==> config.mk <==
export PLATFORM = sky130hd
export DESIGN_NAME = bias_relu_stage
export DESIGN_NICKNAME = d
export VERILOG_FILES = /design/src/rtl/bias_relu_stage.sv
export SDC_FILE = /design/constraint.sdc
export NUM_CORES = 2
export LEC_CHECK = 0
export ABC_AREA = 1
export CAP_MARGIN = 10
export CORE_AREA = 10 10 442 444
export DETAILED_ROUTE_END_ITERATION = 6
export DIE_AREA = 0 0 452 454
export SYNTH_ARGS = -nofsm -noshare
export SYNTH_HDL_FRONTEND = slang
export SYNTH_SLANG_ARGS = --single-unit
==> constraint.sdc <==
create_clock -name clk -period 6.4 [get_ports clk]
set_input_delay 0.96 -clock clk [delete_from_list [all_inputs] [get_ports clk]]
set_output_delay 0.96 -clock clk [all_outputs]
set_load 0.02 [all_outputs]
==> src/rtl/bias_relu_stage.sv <==
// bias_relu_stage: post-accumulation stage for the conv layers.
// Adds the per-channel bias of the current channel group to each adder-tree lane,
// saturates to DW bits, optionally applies ReLU and registers the result.
// Two-stage stall-all pipeline: every register advances together when the output
// slot is free or being drained (en = !out_valid | out_ready).
// Build option: define BIAS_RELU_STAGE_RELU_EN to clamp negative results to zero
// (conv layers). Without it the saturated signed sum is passed through (classifier).
module bias_relu_stage #(
  parameter int N_ADDER_TREE = 16,
  parameter int N_GROUPS     = 2,
  parameter int DW           = 18,
  localparam int GW          = (N_GROUPS > 1) ? $clog2(N_GROUPS) : 1,
  localparam int LW          = N_ADDER_TREE * DW
) (
  input  logic                   clk,
  input  logic                   rst_n,
  input  logic [N_GROUPS*LW-1:0] bias_in,
  input  logic [LW-1:0]          in_data,
  input  logic                   in_valid,
  output logic                   in_ready,
  input  logic                   in_last,
  output logic [LW-1:0]          out_data,
  output logic [GW-1:0]          out_group,
  output logic                   out_valid,
  input  logic                   out_ready,
  output logic                   out_last
);

  // One guard bit above DW is enough to hold the sum of two DW-bit signed values.
  localparam int SW = DW + 1;

  logic          en;
  logic          in_xfer;
  logic [GW-1:0] grp;
  logic [GW-1:0] grp_next;
  logic [LW-1:0] bias_sel;
  logic [SW-1:0] sum_d  [N_ADDER_TREE];
  logic [SW-1:0] s1_sum [N_ADDER_TREE];
  logic          s1_valid;
  logic          s1_last;
  logic [GW-1:0] s1_grp;
  logic [LW-1:0] act_d;

  // Saturate a DW+1 bit sum to DW bits; overflow shows up as the two top bits disagreeing.
  function automatic logic [DW-1:0] sat_act(input logic [SW-1:0] s);
    logic [DW-1:0] r;
    if (s[SW-1] == s[SW-2]) begin
      r = s[DW-1:0];
    end else if (!s[SW-1]) begin
      r = {1'b0, {(DW-1){1'b1}}};
    end else begin
      r = {1'b1, {(DW-1){1'b0}}};
    end
`ifdef BIAS_RELU_STAGE_RELU_EN
    if (r[DW-1]) begin
      r = '0;
    end
`endif
    return r;
  endfunction

  assign en       = !out_valid || out_ready;
  assign in_ready = en;
  assign in_xfer  = in_valid && en;

  // Next group index: step per accepted beat, wrap at the last group, restart after in_last.
  always_comb begin
    grp_next = grp;
    if (in_xfer) begin
      if (in_last || (grp == GW'(N_GROUPS - 1))) begin
        grp_next = '0;
      end else begin
        grp_next = grp + 1'b1;
      end
    end
  end

  // Group counter register.
  always_ff @(posedge clk or negedge rst_n) begin
    if (!rst_n) begin
      grp <= '0;
    end else begin
      grp <= grp_next;
    end
  end

  // Select the bias slice of the current group (constant slices, one per group).
  always_comb begin
    bias_sel = '0;
    for (int g = 0; g < N_GROUPS; g++) begin
      if (grp == GW'(g)) begin
        bias_sel = bias_in[g*LW +: LW];
      end
    end
  end

  // Sign-extended lane-wise bias add feeding stage 1.
  always_comb begin
    for (int i = 0; i < N_ADDER_TREE; i++) begin
      sum_d[i] = '0;
    end
    for (int i = 0; i < N_ADDER_TREE; i++) begin
      sum_d[i] = {in_data[DW*i+DW-1], in_data[DW*i +: DW]}
               + {bias_sel[DW*i+DW-1], bias_sel[DW*i +: DW]};
    end
  end

  // Stage 1: raw sums plus sideband; data loads on every enabled cycle, bubbles included.
  always_ff @(posedge clk or negedge rst_n) begin
    if (!rst_n) begin
      for (int i = 0; i < N_ADDER_TREE; i++) begin
        s1_sum[i] <= '0;
      end
      s1_valid <= 1'b0;
      s1_last  <= 1'b0;
      s1_grp   <= '0;
    end else if (en) begin
      for (int i = 0; i < N_ADDER_TREE; i++) begin
        s1_sum[i] <= sum_d[i];
      end
      s1_valid <= in_valid;
      s1_last  <= in_last;
      s1_grp   <= grp;
    end
  end

  // Saturation and activation of the stage-1 sums.
  always_comb begin
    act_d = '0;
    for (int i = 0; i < N_ADDER_TREE; i++) begin
      act_d[DW*i +: DW] = sat_act(s1_sum[i]);
    end
  end

  // Stage 2: output registers, held while the consumer stalls.
  always_ff @(posedge clk or negedge rst_n) begin
    if (!rst_n) begin
      out_data  <= '0;
      out_group <= '0;
      out_valid <= 1'b0;
      out_last  <= 1'b0;
    end else if (en) begin
      out_data  <= act_d;
      out_group <= s1_grp;
      out_valid <= s1_valid;
      out_last  <= s1_last;
    end
  end

endmodule

==> impl_metrics.json <==
{
  "synthFlopType": "dfrtp_1",
  "relSlewSlack_pct": 32.6,
  "grt_pass1_vias": 45300,
  "path_class": "flop to flop",
  "rsz0062_at_grt": "false",
  "cts-root-buf": "clkbuf_16",
  "place_ws_ns": 2.42,
  "coreArea_um2": 187000,
  "finalSetupTns_ns": 0,
  "ios": 1161,
  "finalPower_uw": 24100,
  "num-fill-cells": 20400,
  "clk_pin_slew_worst_paths_ns": 0.06,
  "vdd_drop_max_v": 0.000227,
  "die_w_um": 452,
  "yosys-top-cells-area": "dfrtp_1, nand2_1, ha_1, a21oi_1, nor2_1",
  "end_kind": "flop",
  "synth_edf_count": 0,
  "area_growth_pct": 39.1,
  "cts_tree": "yes",
  "outcome": "complete, no violations",
  "final_area_um2": 59600,
  "hold_buffers": 0,
  "vias": 45600,
  "overflow": 0,
  "async_reset_ff_share_pct": 100,
  "cp_max_fo": 122,
  "syn_area_um2": 42900,
  "cts_sinks": 599,
  "grt_max_degree": 169,
  "wirelength_mm": 210,
  "fmax_ghz": 0.249,
  "multi_input_area_um2": 25000,
  "htreeDepth": 3,
  "yosysMostFrequentCell": "nand2_1",
  "critPathLaunchType": "flop",
  "fin_util_pct": 32.0,
  "avgSynthCellArea_um2": 6.62,
  "netlist.area_leader.share_pct": 35.0,
  "layout.nets": 8733,
  "netlist.top_cell.by_area": "dfrtp_1",
  "power.density_nw_per_um2": 404,
  "viasPerCell": 4.51,
  "clock_tree.buffer_depth": 3,
  "yosys_warnings": 0,
  "hold_viol_final": 0,
  "syn-num-nets": 7682,
  "hpwl_mm": 172,
  "finalSetupViolCount": 0,
  "start_util_pct": 23.0,
  "drc_errors": 0,
  "min_path_type": "primary input to async pin",
  "regArea_um2": 15000,
  "grt_util_all_layers_pct": 19.4,
  "cts_setup_buffers": 0,
  "gp_congestion": 0.946,
  "power_leakage_uw": 0.0291,
  "fin_ws_ns": 2.39,
  "final.min_clock_period_ns": 4.01,
  "tightestPinTransition_ns": 1.00,
  "placed_area_um2": 56800,
  "max_cap_viol_count": 0,
  "synth-seq-cells": 599,
  "synth_cell_type_count": 26,
  "ys_seq_area_share_pct": 35.0,
  "drt_pass1_iterations": 6,
  "postCtsResizedCells": 0,
  "route.antenna.remaining_nets": 0,
  "dieArea_um2": 205000,
  "rows": 159,
  "die_h_um": 454,
  "numCtsBuffers": 79,
  "io_buffers": 1160,
  "period_share_pct": 62.7,
  "drv_slew": 0,
  "grt_pass1_wl_mm": 301,
  "cp.required_ns": 6.94,
  "drt-initial-drc-count": 2760,
  "layout-drive-gt1-share_pct": 2.82,
  "synth_cells": 6477,
  "antenna_found_initial": 27,
  "clock_latency_ns": 0.69,
  "routedWlPerCell_um": 20.8,
  "fin_skew_ns": 0.0287,
  "arrival_ns": 4.55,
  "synthTopCellsByCount": "nand2_1, dfrtp_1, nor2_1, a21oi_1, inv_1"
}
==> worst max-delay path: stages (launching register included) <==
cell and delay [ns]:
dfrtp_4 0.90, inv_8 0.45, buf_12 0.41, or2_2 0.30
o21ai_0 0.18, inv_1 0.08, ha_1 0.30, nand3_1 0.09
nand3_1 0.12, nand2_1 0.09, nand2_1 0.06, o21ai_0 0.48
nand2_1 0.11
==> flip-flops by register name (all words and copies together) (netlist names) <==
name and cells:
s1_sum 304, out_group 1, grp 1, out_last 1, s1_grp 1, out_data 288, s1_last 1, out_valid 1
s1_valid 1
==> placed cells by master (no fill, tap or decap), types with 8 or more instances in the layout <==
master,count
a21oi_1,510
and2_1,32
buf_12,9
buf_4,16
bufinv_16,9
clkbuf_1,12
clkbuf_16,81
clkbuf_8,12
clkdlybuf4s50_1,1159
clkinv_2,14
clkinvlp_4,8
dfrtp_1,598
diode_2,16
fa_1,16
ha_1,320
inv_1,465
nand2_1,2866
nand3_1,392
nand3b_1,62
nor2_1,562
nor2_2,16
nor3_1,34
o21ai_0,230
o21bai_1,14
or2_2,36
xnor2_1,84
xor2_1,16
==> routing by layer <==
metal  vias up  global-route usage, %  share of wire (%)
met5         -                      0              0.024
met4         6                   6.01                3.2
met3       230                   4.50                5.8
met2      1219                   35.2                 51
met1     21500                   22.4                 40
li1      22700                      -                  -
==> cells by family after synthesis <==
group                    synth area share (%)
adder cells (fa/ha/maj)                  10.1
AND/OR/NAND/NOR                          37.3
XOR/XNOR                                 2.04
flip-flops                               35.0
AO/OA/AOI/OAI                            8.95
buffers and inverters                    6.66
==> final cells by class <==
type | instances | share of cell area (%)
Clock inverter | 39 | 0.862
Multi-Input combinational cell | 5196 | 42.0
Inverter | 467 | 2.96
Tap cell | 2495 | 5.24
Sequential cell | 599 | 25.1
Timing Repair Buffer | 1185 | 20.0
Antenna cell | 16 | 0.0671
Clock buffer | 105 | 3.75
==> worst paths after layout <==
path                       slack, ns  cells past startpoint  startpoint            end
setup / recovery                2.39                     12         grp    s1_sum[252]
hold / removal                  0.33                      1       rst_n  out_data[110]
setup reg to reg                2.39                     12         grp    s1_sum[252]
hold reg to reg                 0.47                      2      s1_grp      out_group
max in group asynchronous       4.58                      2       rst_n  out_data[188]
min in group clk                0.47                      2      s1_grp      out_group
==> report_power, final <==
group | leakage, uW | internal [uW] | switching, uW
Clock | 0.00133 | 2840 | 1910
Combinational | 0.0208 | 4650 | 7970
Sequential | 0.00702 | 5560 | 1180
Total | 0.0291 | 13000 | 11100
==> metrics by stage <==
| step | cells | hold WS (ns) |
|---|---|---|
| 2_1_floorplan | 6477 | 0.423 |
| 3_3_place_gp | 9942 | 0.449 |
| 3_5_place_dp | 9942 | 0.456 |
| 4_1_cts | 10100 | 0.293 |
| 5_1_grt | 10100 | 0.331 |
| 6_report | 10100 | 0.325 |
Power figures use the tool's default switching activity.
